## src/rtl/cpu_types_pkg.sv

```systemverilog
// Shared types for the direct-mapped instruction cache.
// Struct widths below describe the default 16-set layout.
package cpu_types_pkg;

  typedef logic [31:0] word_t;

  localparam int ICACHE_NSETS = 16;
  localparam int ICACHE_IDXW  = 4;
  localparam int ICACHE_TAGW  = 32 - ICACHE_IDXW - 2;

  typedef enum logic {
    IDLE,
    FETCH
  } icache_state_t;

  typedef struct packed {
    logic [ICACHE_TAGW-1:0] tag;
    logic [ICACHE_IDXW-1:0] idx;
    logic [1:0]             bytoff;
  } icachef_t;

  typedef struct packed {
    logic                   valid;
    logic [ICACHE_TAGW-1:0] tag;
    word_t                  data;
  } icache_frame_t;

  function automatic word_t word_align(word_t a);
    return {a[31:2], 2'b00};
  endfunction

endpackage

```

## src/rtl/icache_if.sv

```systemverilog
// Fetch-side and memory-side signal bundle of the icache.
// slave is the cache view, master the fetch/memory view.
interface icache_if;
  import cpu_types_pkg::*;

  logic  imemREN;
  word_t imemaddr;
  logic  ihit;
  word_t imemload;
  logic  inval;
  logic  iREN;
  word_t iaddr;
  logic  iwait;
  word_t iload;

  modport slave (
    input  imemREN, imemaddr, inval, iwait, iload,
    output ihit, imemload, iREN, iaddr
  );

  modport master (
    output imemREN, imemaddr, inval, iwait, iload,
    input  ihit, imemload, iREN, iaddr
  );

endinterface

```

## src/rtl/icache_stats.sv

```systemverilog
// Hit/miss counters for the icache, built only with ICACHE_STATS_EN.
// Both wrap modulo 2^32 and clear only on RST.
module icache_stats
  import cpu_types_pkg::*;
(
  input  logic  CLK,
  input  logic  RST,
  input  logic  hit_evt,
  input  logic  miss_evt,
  output word_t hit_count,
  output word_t miss_count
);

  word_t hit_q, hit_d;
  word_t miss_q, miss_d;

  always_comb begin
    hit_d  = hit_q + word_t'(hit_evt);
    miss_d = miss_q + word_t'(miss_evt);
  end

  always_ff @(posedge CLK) begin
    if (RST) begin
      hit_q  <= '0;
      miss_q <= '0;
    end else begin
      hit_q  <= hit_d;
      miss_q <= miss_d;
    end
  end

  assign hit_count  = hit_q;
  assign miss_count = miss_q;

endmodule

```

## src/rtl/icache.sv

```systemverilog
// Direct-mapped, one-word-line instruction cache with IDLE/FETCH fill FSM.
// Define ICACHE_STATS_EN to add hit_count/miss_count ports.
module icache
  import cpu_types_pkg::*;
#(
  parameter int NSETS = ICACHE_NSETS
) (
  input  logic  CLK,
  input  logic  RST,
  icache_if.slave bus
`ifdef ICACHE_STATS_EN
  ,
  output word_t hit_count,
  output word_t miss_count
`endif
);

  localparam int IDXW = $clog2(NSETS);
  localparam int TAGW = 30 - IDXW;

  icache_state_t state_q, state_d;
  word_t         miss_addr_q, miss_addr_d;

  logic [NSETS-1:0] valid_q;
  logic [TAGW-1:0]  tag_q [NSETS];
  word_t            data_q [NSETS];

  logic [IDXW-1:0] req_idx, fill_idx;
  logic [TAGW-1:0] req_tag, fill_tag;
  logic            hit, fill_done, fill_we;

  assign req_idx  = bus.imemaddr[IDXW+1:2];
  assign req_tag  = bus.imemaddr[31:IDXW+2];
  assign fill_idx = miss_addr_q[IDXW+1:2];
  assign fill_tag = miss_addr_q[31:IDXW+2];

  assign hit = (state_q == IDLE) && bus.imemREN &&
               valid_q[req_idx] &&
               (tag_q[req_idx] == req_tag);

  always_comb begin
    state_d     = state_q;
    miss_addr_d = miss_addr_q;
    fill_done   = 1'b0;
    unique case (state_q)
      IDLE: begin
        if (bus.imemREN && !hit) begin
          state_d     = FETCH;
          miss_addr_d = word_align(bus.imemaddr);
        end
      end
      FETCH: begin
        if (!bus.iwait) begin
          state_d   = IDLE;
          fill_done = 1'b1;
        end
      end
    endcase
  end

  // invalidation in the completing cycle drops the fill
  assign fill_we = fill_done && !bus.inval;

  always_ff @(posedge CLK) begin
    if (RST) begin
      state_q     <= IDLE;
      miss_addr_q <= '0;
      valid_q     <= '0;
    end else begin
      state_q     <= state_d;
      miss_addr_q <= miss_addr_d;
      if (bus.inval)
        valid_q <= '0;
      else if (fill_we)
        valid_q[fill_idx] <= 1'b1;
    end
  end

  always_ff @(posedge CLK) begin
    if (fill_we && !RST) begin
      tag_q[fill_idx]  <= fill_tag;
      data_q[fill_idx] <= bus.iload;
    end
  end

  assign bus.ihit     = hit;
  assign bus.imemload = hit ? data_q[req_idx] : '0;
  assign bus.iREN     = (state_q == FETCH);
  assign bus.iaddr    = (state_q == FETCH) ? miss_addr_q : '0;

`ifdef ICACHE_STATS_EN
  logic hit_evt, miss_evt;

  assign hit_evt  = hit;
  assign miss_evt = (state_q == IDLE) && (state_d == FETCH);

  icache_stats u_stats (
    .CLK        (CLK),
    .RST        (RST),
    .hit_evt    (hit_evt),
    .miss_evt   (miss_evt),
    .hit_count  (hit_count),
    .miss_count (miss_count)
  );
`endif

endmodule
```

## src/flat_wrapper.sv

```systemverilog
// flat-port wrapper written by rule: the top's interface ports become plain ports
module icache_flat import cpu_types_pkg::*;
#(
  parameter int NSETS = ICACHE_NSETS
)
  (CLK, RST, bus_imemREN, bus_imemaddr, bus_inval, bus_iwait, bus_iload, bus_ihit, bus_imemload, bus_iREN, bus_iaddr);
  icache_if bus_i ();
  input  logic CLK;
  input  logic RST;
  input wire logic [$bits(bus_i.imemREN)-1:0] bus_imemREN;
  input wire logic [$bits(bus_i.imemaddr)-1:0] bus_imemaddr;
  input wire logic [$bits(bus_i.inval)-1:0] bus_inval;
  input wire logic [$bits(bus_i.iwait)-1:0] bus_iwait;
  input wire logic [$bits(bus_i.iload)-1:0] bus_iload;
  output wire logic [$bits(bus_i.ihit)-1:0] bus_ihit;
  output wire logic [$bits(bus_i.imemload)-1:0] bus_imemload;
  output wire logic [$bits(bus_i.iREN)-1:0] bus_iREN;
  output wire logic [$bits(bus_i.iaddr)-1:0] bus_iaddr;
  assign bus_i.imemREN = bus_imemREN;
  assign bus_i.imemaddr = bus_imemaddr;
  assign bus_i.inval = bus_inval;
  assign bus_i.iwait = bus_iwait;
  assign bus_i.iload = bus_iload;
  assign bus_ihit = bus_i.ihit;
  assign bus_imemload = bus_i.imemload;
  assign bus_iREN = bus_i.iREN;
  assign bus_iaddr = bus_i.iaddr;
  icache #(.NSETS(NSETS)) u_core (.CLK(CLK), .RST(RST), .bus(bus_i));
endmodule
```

## config.mk

```make
export PLATFORM = sky130hd
export DESIGN_NAME = icache_flat
export DESIGN_NICKNAME = d
export VERILOG_FILES = /design/src/rtl/cpu_types_pkg.sv /design/src/rtl/icache_if.sv /design/src/rtl/icache_stats.sv /design/src/rtl/icache.sv /design/src/flat_wrapper.sv
export SDC_FILE = /design/constraint.sdc
export NUM_CORES = 1
export LEC_CHECK = 0
export BUFFER_PORTS_ARGS = -buffer_cell sky130_fd_sc_hd__buf_2
export CORE_MARGIN = 1
export CORE_UTILIZATION = 55
export CTS_CLUSTER_SIZE = 40
export DETAILED_ROUTE_END_ITERATION = 16
export PLACE_DENSITY_LB_ADDON = 0.12
export SKIP_LAST_GASP = 1
export SYNTH_ARGS = -nofsm -noshare
export SYNTH_HDL_FRONTEND = slang
export SYNTH_SLANG_ARGS = --single-unit
```

## constraint.sdc

```tcl
create_clock -name CLK -period 7.35 [get_ports CLK]
set_input_delay 1.8375 -clock CLK [delete_from_list [all_inputs] [get_ports CLK]]
set_output_delay 1.8375 -clock CLK [all_outputs]
set_load 0.005 [all_outputs]
```

==> impl_metrics.ini <==
[setup_path]
rrSetupSlack_ns = 3.48
arrival_ns = 5.36
worstSetupStartpointType = input port
worst-path-max-fanout = 27
required_ns = 5.51
timing_worst_setup_path_type = input port to output pin
endpoint_kind = output pin

[clock_tree]
clkLatencyLatePin_ns = 0.66
cts.reportedPaths.clkPinSlew_ns = 0.06
cts.htree.levels = 3
cts_tree = done
cts.path.max_buffers = 3
postCtsHoldBufs = 0
post_cts_buffers = 0
cts_buffers = 98
cts.sinks = 975
root_buffer = clkbuf_16

[synthesis]
seq_area_frac_synth_pct = 73.5
synthTopCellsByArea = edfxtp_1, mux4_2, dfxtp_1
synth_most_common_cell = edfxtp_1
yosysUniqueCellTypes = 63
yosysWarnings = 0
synth_top_area_share_pct = 71.1
synthCells = 1903
yosys-top-cells-count = edfxtp_1, mux4_2, clkbuf_1
avgSynthCellArea_um2 = 20.6
synthesis.area_um2 = 39200
synth_async_sr_flop_share_pct = 0
ys_ff_latch = 975
yosys.area.top_type = edfxtp_1
synth-main-ff-cell = edfxtp_1
synth-edff-count = 928

[route]
drt_wl_total_mm = 91.5
via_per_inst = 6.37
firstDrtPassIters = 5
wire_per_inst_um = 29.3
drc = 0
drt_iter0_markers = 2265
via_count = 19900
ant_nets = 0

[cells_and_area]
fin_nets = 2173
area_growth_syn_to_layout_pct = 13.5
antenna_cells = 0
drive_above_1_share_pct = 30.0
fillers = 4803

[sta]
worst_pin_slew_ns = 1.28
fin_worst_skew_ns = 0.0190
hold_slack_ns = 0.477
slew_viol_final = 0
slew_headroom_pct = 14.1
fin_tns_setup_ns = 0
rsz0062_at_grt = false
hold_violations = 0
finalSetupViolations = 0
fmax_ghz = 0.139
period_share_pct = 97.9
post-route-min-period_ns = 7.19

[placement]
hpwl_mm = 51.4
io_buffers = 130
place_congestion = 0.874

[power]
worst_ir_drop_vdd_uv = 192
p_clk_share_pct = 41.6
seq_power_share_pct = 53.4
p_per_area_nw_per_um2 = 263
switchingPower_mw = 2.45
p_total_mw = 11.7
cellInternalPower_mw = 9.24
p_comb_share_pct = 4.9
switching_share_pct = 21.0
leakagePower_nw = 14.8

[run_status]
outcome = complete, no violations

[global_route]
gr-total-overflow = 0
antenna_found_initial = 5
grt_max_degree = 105
track_usage_pct = 25.8
grt_pass1_wl_mm = 133
grt_pass1_vias = 20200

[die]
core_area_um2 = 70300
rows = 97
die_y_um = 269
design.die.area_um2 = 72300
top_level_ports = 135
start_util_pct = 55.8
die_w_um = 269

[job]
max_cap_viol_count = 0

[hold_path]
hold_path.class = flip-flop to flip-flop
cell families after synthesis:
group	after synthesis	synth area share (%)
flip-flops	975	73.5
multiplexers	321	16.7
AND/OR/NAND/NOR	317	5.12
buffers and inverters	130	1.77
AO/OA/AOI/OAI	129	2.22
XOR/XNOR	30	0.689
other	1	0.00957
power by group through the flow:
stage	registers, mW	logic (mW)	clock network [mW]
finish	6.25	0.577	4.87
global route	6.25	0.616	5.15
CTS	6.25	0.579	4.94
detailed placement	6.36	0.577	0
global placement	6.35	0.568	0
floorplan	6.31	0.387	0
repair_timing:
item / CTS / global route
endpoints found under the setup margin: 0 / 11
resized for setup: 0 / 1
endpoints found under the hold margin: 0 / 0
placed cells by master, fill, tap and decap left out, types with 18 or more instances in the layout:
cell       count
nand4_1       35
and2_1        34
nor2b_1       42
nand3_1       36
mux4_1        21
buf_2        127
buf_4         79
a22oi_1       33
dfxtp_1       47
nor2_1        32
mux2i_1       56
and3_1        28
nand2_1       25
nor2b_4       29
edfxtp_1     928
mux4_2       239
clkbuf_1      24
o21ai_0       37
clkinv_1      18
clkbuf_16    101
layer usage:
layer | global-route usage, % | share of wire (%) | vias to the layer above
met5 | 0 | 0.046 | -
met4 | 7.32 | 2.3 | 8
met3 | 4.34 | 7.0 | 140
met2 | 41.9 | 49 | 828
met1 | 36.6 | 41 | 10600
li1 | - | - | 8291
path summary, 6_finish.rpt:
path,startpoint,end,cells after the start
worst max-delay path,bus_imemaddr[4],bus_imemload[24],13
worst min-delay path,u_core.valid_q[1]$_SDFFE_PP0P_,u_core.valid_q[1]$_SDFFE_PP0P_,2
worst max register to register,u_core.bus.iREN$_SDFF_PP0_,u_core.tag_q[10][22]$_DFFE_PP_,4
worst min register to register,u_core.valid_q[1]$_SDFFE_PP0P_,u_core.valid_q[1]$_SDFFE_PP0P_,2
worst max-delay path, stage by stage:
cell and delay, ns:
buf_6 0.31, buf_4 0.33, buf_4 0.28, mux4_2 0.34, mux2i_1 0.28, xnor2_1 0.13
nor2_1 0.10, a41oi_1 0.08, or4_1 0.44, or4_4 0.61, buf_4 0.29, nor2b_4 0.14
buf_2 0.12
stage by stage:
| step | setup slack, ns | instance area (um2) | util [%] | instances |
|---|---|---|---|---|
| after global placement | 0.156 | 41400 | 58.9 | 2944 |
| after CTS | 0.125 | 44500 | 63.3 | 3118 |
| after floorplan | 0.803 | 39200 | - | 1904 |
| final | 0.157 | 44500 | 63.3 | 3118 |
| after detailed placement | 0.133 | 41400 | 58.9 | 2944 |
| after global routing | 0.0240 | 44500 | 63.3 | 3118 |
area by class of cell:
class                      count  area, um2  area share (%)
sequential                   975      28800            64.8
multi-input combinational    799       9830            22.1
clock buffer                 125       2620            5.88
timing repair buffer         221       1510            3.40
tap                          940       1180            2.64
clock inverter                49        499            1.12
inverter                       9       36.3          0.0816
registers in the layout (all words and copies together) (netlist names):
signal and cells:
u_core.bus.iREN 1, u_core.data_q 512, u_core.miss_addr_q 30, u_core.tag_q 416, u_core.valid_q 16
(Power assumes the default switching activity.)
